File: src/rtl/watchdog_supervisor.sv
// Supervisor for the 4-bit Watchdog: keyed two-beat kicks, early-kick window,
// escalation from warning IRQ to a held system reset request.
//
// state | meaning
// IDLE  | watchdog disabled, waiting for cfg_start
// ARMED | watchdog running, kicks accepted after the window opens
// WARN  | first timeout seen, irq_warn raised, any valid kick recovers
// BITE  | reset requested, waiting for rst_ack
module watchdog_supervisor #(
   parameter int               KEY_W    = 8,
   parameter logic [KEY_W-1:0] KEY1     = 8'h55,
   parameter logic [KEY_W-1:0] KEY2     = 8'hAA,
   parameter int               MIN_KICK = 4
) (
   input  logic             clk,
   input  logic             rst,
   input  logic             cfg_start,
   input  logic             kick_valid,
   input  logic [KEY_W-1:0] kick_data,
   output logic             kick_ready,
   output logic             wdt_enable,
   output logic             wdt_restart,
   input  logic             wdt_timeout,
   output logic             irq_warn,
   output logic             rst_req,
   input  logic             rst_ack,
   output logic [1:0]       fault_code,
   output logic [1:0]       state
);

   localparam int               WIN_W    = $clog2(MIN_KICK + 1);
   localparam logic [WIN_W-1:0] WIN_LOAD = WIN_W'(MIN_KICK);

   localparam logic [1:0] F_NONE    = 2'd0;
   localparam logic [1:0] F_TIMEOUT = 2'd1;
   localparam logic [1:0] F_EARLY   = 2'd2;
   localparam logic [1:0] F_BADKEY  = 2'd3;

   typedef enum logic [1:0] {
      S_IDLE  = 2'd0,
      S_ARMED = 2'd1,
      S_WARN  = 2'd2,
      S_BITE  = 2'd3
   } state_t;

   state_t           state_q, state_d;
   logic             key2_q, key2_d;
   logic [WIN_W-1:0] win_left_q, win_left_d;
   logic             wdt_enable_q, wdt_enable_d;
   logic             wdt_restart_q, wdt_restart_d;
   logic             kick_ready_q, kick_ready_d;
   logic             irq_warn_q, irq_warn_d;
   logic             rst_req_q, rst_req_d;
   logic [1:0]       fault_q, fault_d;

   logic accept, beat_ok, kick_done, bad_key, timeout_seen, win_open;

   always_comb begin
      state_d       = state_q;
      key2_d        = key2_q;
      irq_warn_d    = irq_warn_q;
      fault_d       = fault_q;
      wdt_restart_d = 1'b0;

      accept       = kick_valid & kick_ready_q;
      beat_ok      = key2_q ? (kick_data == KEY2) : (kick_data == KEY1);
      kick_done    = accept & key2_q & beat_ok;
      bad_key      = accept & ~beat_ok;
      // The watchdog still shows its old count during the restart cycle.
      timeout_seen = wdt_timeout & ~wdt_restart_q;
      win_open     = (win_left_q == '0);

      if (accept) key2_d = ~key2_q & beat_ok;

      case (state_q)
         S_IDLE: begin
            if (cfg_start) begin
               state_d       = S_ARMED;
               fault_d       = F_NONE;
               wdt_restart_d = 1'b1;
            end
         end
         S_ARMED: begin
            if (bad_key) begin
               state_d = S_BITE;
               fault_d = F_BADKEY;
            end else if (kick_done) begin
               if (!win_open) begin
                  state_d = S_BITE;
                  fault_d = F_EARLY;
               end else begin
                  wdt_restart_d = 1'b1;
               end
            end else if (timeout_seen) begin
               state_d       = S_WARN;
               irq_warn_d    = 1'b1;
               wdt_restart_d = 1'b1;
            end
         end
         S_WARN: begin
            if (bad_key) begin
               state_d = S_BITE;
               fault_d = F_BADKEY;
            end else if (kick_done) begin
               state_d       = S_ARMED;
               irq_warn_d    = 1'b0;
               wdt_restart_d = 1'b1;
            end else if (timeout_seen) begin
               state_d = S_BITE;
               fault_d = F_TIMEOUT;
            end
         end
         S_BITE: begin
            if (rst_ack) begin
               state_d    = S_IDLE;
               irq_warn_d = 1'b0;
            end
         end
         default: state_d = S_IDLE;
      endcase

      if (state_d == S_BITE || state_d == S_IDLE) key2_d = 1'b0;

      if (wdt_restart_d)        win_left_d = WIN_LOAD;
      else if (win_left_q != 0) win_left_d = win_left_q - WIN_W'(1);
      else                      win_left_d = win_left_q;

      wdt_enable_d = (state_d == S_ARMED) || (state_d == S_WARN);
      kick_ready_d = wdt_enable_d;
      rst_req_d    = (state_d == S_BITE);
   end

   always_ff @(posedge clk) begin
      if (rst) begin
         state_q       <= S_IDLE;
         key2_q        <= 1'b0;
         win_left_q    <= WIN_LOAD;
         wdt_enable_q  <= 1'b0;
         wdt_restart_q <= 1'b0;
         kick_ready_q  <= 1'b0;
         irq_warn_q    <= 1'b0;
         rst_req_q     <= 1'b0;
         fault_q       <= F_NONE;
      end else begin
         state_q       <= state_d;
         key2_q        <= key2_d;
         win_left_q    <= win_left_d;
         wdt_enable_q  <= wdt_enable_d;
         wdt_restart_q <= wdt_restart_d;
         kick_ready_q  <= kick_ready_d;
         irq_warn_q    <= irq_warn_d;
         rst_req_q     <= rst_req_d;
         fault_q       <= fault_d;
      end
   end

   assign state       = state_q;
   assign kick_ready  = kick_ready_q;
   assign wdt_enable  = wdt_enable_q;
   assign wdt_restart = wdt_restart_q;
   assign irq_warn    = irq_warn_q;
   assign rst_req     = rst_req_q;
   assign fault_code  = fault_q;

endmodule

File: config.mk
export PLATFORM = sky130hd
export DESIGN_NAME = watchdog_supervisor
export DESIGN_NICKNAME = d
export VERILOG_FILES = /design/src/rtl/watchdog_supervisor.sv
export SDC_FILE = /design/constraint.sdc
export NUM_CORES = 1
export LEC_CHECK = 0
export ABC_AREA = 1
export ABC_CLOCK_PERIOD_IN_PS = 1650
export CAP_MARGIN = 10
export CORE_UTILIZATION = 43
export CTS_BUF_LIST = sky130_fd_sc_hd__clkbuf_16
export CTS_CLUSTER_SIZE = 20
export DETAILED_ROUTE_END_ITERATION = 10
export PLACE_DENSITY = 0.71
export SLEW_MARGIN = 0
export SYNTH_ARGS = -nofsm -noshare
export SYNTH_HDL_FRONTEND = slang
export SYNTH_SLANG_ARGS = --single-unit
File: constraint.sdc
create_clock -name clk -period 1.65 [get_ports clk]
set_input_delay 0.165 -clock clk [delete_from_list [all_inputs] [get_ports clk]]
set_output_delay 0.165 -clock clk [all_outputs]
set_load 0.02 [all_outputs]
==> results_dict.tcl <==
set metrics [dict create \
    status "finished, violations left" \
    routed_wl_um 3110 \
    seq_area_sq_um 245 \
    gp_congestion 0.786 \
    drt-initial-drc-count 24 \
    diodes 0 \
    setup_viol 3 \
    nFillCells 121 \
    critPathLaunchType "register" \
    ys_types 19 \
    grt.overflow.total 0 \
    switching_share_pct 33.9 \
    switchingPower_uw 513 \
    ys_seq_area_share_pct 27.3 \
    critical_path_class "reg -> reg" \
    clkPwrFrac_pct 30.3 \
    core_sq_mm 0.00194 \
    worst_slack_ps -190 \
    crit_required_ps 1840 \
    syn-mean-instance-area_sq_um 6.48 \
    die_y_um 47.3 \
    die_area_sq_mm 0.00223 \
    multi_input_area_sq_um 667 \
    holdCritStartpoint "irq_warn" \
    grt_use_total_pct 28.5 \
    syn_inst 136 \
    reg2reg_setup_slack_ps -190 \
    port_buffers 22 \
    dr.pass1.iters 4 \
    hold_viol_final 0 \
    worst_pin_slew_ps 416 \
    place_ws_ps -515 \
    worstPathMaxFanout 4 \
    cts_tree "built" \
    vias_per_cell 4.88 \
    rsz0062_at_grt "yes" \
    synth.net_count 159 \
    syn_to_final_growth_pct 83.5 \
    htreeDepth 1 \
    wire_per_inst_um 14.0 \
    hold_end "irq_warn" \
    slew_headroom_pct 72.2 \
    reg2reg_depth 17 \
    holdWs_ps 464 \
    layout.cells.non_filler 223 \
    arrival_ps 2030 \
    violations "negative setup slack" \
    dp.cells 210 \
    crit_slowest_cell "dfxtp_2" \
    dp_hpwl_um 1940 \
    final_area_sq_mm 0.00162 \
    cts-buffers-inserted 3 \
    cpPeakStageDelay_ps 330 \
    p_leak_nw 0.807 \
    grt_antenna_before_repair 0 \
    final_layout_size_suffix_gt1_share_pct 43.4 \
    dieWidth_um 47.3 \
    internal_power_uw 999 \
    vdd_drop_max_v 0.000896 \
    crit_path_cell_trace "inv_2, nand2_1, nor2_1, nand3_2, nand3_4, nand3_2, nand2_1, inv_1, nor2_2, nand2_2, nand2_4, inv_2, ha_4, inv_4, nor2_4, o211ai_1, inv_1" \
    path_clk_slew_ps 50 \
    clock_latency_ps 250 \
    numClockSinks 12 \
    slew_violations 0 \
    grt_max_degree 8 \
    p_seq_share_pct 23.9 \
    place_area_sq_mm 0.00135 \
    fin_nets 220 \
    reg2reg_to "key2_q" \
    drv_cap 0 \
    cts_root_buf "clkbuf_16" \
    grt_pass1_wl_um 4280 \
    finalClockSkew_ps 4.03 \
    vias 1088 \
    start_util_pct 45.4 \
    fp-row-count 16 \
    r2r_start "key2_q" \
    layout_worst_path_cycle_share_pct 112 \
    combPwrFrac_pct 45.8 \
    clockBufferDepth 2 \
    p_per_area_mw_per_mm2 935 \
    yosysWarnings 0 \
    fin_crit_ps 1840 \
    detail-route-antenna-nets 0 \
    drcViolationCount 0 \
    grt_pass1_vias 1032 \
    ys_ff_latch 12 \
    ios 23 \
    crit_path_end_kind "register" \
    hold_depth 2 \
    syn_area_sq_um 881 \
    fmax_mhz 543 \
    hold_path_class "reg -> reg" \
]
[sequential cells by signal (all words and copies together), names as in the netlist]
name         cells
wdt_restart      1
rst_req          1
fault_code       2
irq_warn         1
state            2
kick_ready       1
win_left_q       3
key2_q           1
[synthesized netlist by cell type]
library cell	instances	area, sq um
buf_4	1	7.51
inv_1	24	90.1
ha_1	9	113
dfxtp_1	12	240
nand3_2	3	30.0
o21bai_2	1	11.3
nand3_1	7	35.0
nand2_1	31	116
nor3_1	2	10.0
clkbuf_1	1	3.75
nand4_1	3	18.8
inv_2	2	7.51
nor2_2	4	25.0
a21oi_1	5	25.0
o211ai_1	2	15.0
o21ai_0	5	25.0
nor2_1	19	71.3
xor2_1	2	17.5
nand2_2	3	18.8
[layer usage]
layer,wire length [um],track usage (%)
met5,0,0
met4,85,18.9
met3,166,6.54
met2,1580,49.6
met1,1280,30.4
[cell families (layout without fill, tap and decap cells)]
| group | after synthesis | count (layout) | synth area share (%) |
|---|---|---|---|
| and+or+nand+nor | 72 | 72 | 36.9 |
| buffers and inverters | 28 | 88 | 12.4 |
| AOI/OAI and AO/OA | 13 | 13 | 8.66 |
| DFF | 12 | 12 | 27.3 |
| adders and majority gates | 9 | 9 | 12.8 |
| xor gates and xnor gates | 2 | 2 | 1.99 |
[cell usage in the layout (no fill, tap or decap), types with 5 or more instances in the layout]
master	count
nand3_2	5
inv_1	20
a21oi_1	5
o21ai_0	5
buf_4	33
inv_2	5
dfxtp_1	8
dlygate4sd2_1	8
ha_1	6
nand2_4	5
nor2_1	15
nand2_1	17
clkdlybuf4s50_1	14
nand2_2	12
[critical path: cells and delay by family (launching register included)]
| kind | cells | cell delay [ps] |
|---|---|---|
| AO/OA/AOI/OAI | 1 | 90 |
| adder cells (fa/ha/maj) | 1 | 270 |
| buffers and inverters | 5 | 220 |
| flip-flops | 1 | 330 |
| AND/OR/NAND/NOR | 10 | 860 |
[what timing repair did]
item	4_1_cts	5_1_grt
hold buffers	0	0
setup buffers	7	4
gates resized for setup	18	31
endpoints found under the setup margin	3	7
pin swaps	14	14
[power groups by stage]
stage | Clock (mW) | Sequential, mW | Combinational (mW)
2_1_floorplan | 0 | 0.391 | 0.259
3_3_place_gp | 0 | 0.364 | 0.518
3_5_place_dp | 0 | 0.367 | 0.534
4_1_cts | 0.461 | 0.361 | 0.589
6_report | 0.458 | 0.362 | 0.692
5_1_grt | 0.484 | 0.367 | 0.746
[metrics by stage]
stage                     power [mW]  util, %  setup TNS [ps]
after floorplan                0.651        -           -91.4
after global placement         0.882     69.3           -1860
after detailed placement       0.901     69.3           -2090
after CTS                       1.41     77.3            -318
after global routing            1.60     83.2           -1120
final                           1.51     83.2            -412
[worst max-delay path by stage]
stage          endpoint  slack (ps)  cells past startpoint         start
5_1_grt          key2_q        -330                     18        key2_q
2_1_floorplan    key2_q         -90                     17        key2_q
4_1_cts          key2_q        -160                     18        key2_q
3_5_place_dp     key2_q        -510                     18  kick_data[6]
3_3_place_gp     key2_q        -480                     18  kick_data[6]
6_report         key2_q        -190                     17        key2_q
[cell type report]
cell class	count	share of cell area, %
Timing Repair Buffer	58	30.4
Clock inverter	1	0.232
Clock buffer	3	4.64
Tap cell	27	2.09
Sequential cell	12	15.2
Inverter	26	6.19
Multi-Input combinational cell	96	41.3
Power figures use the tool's default switching activity.
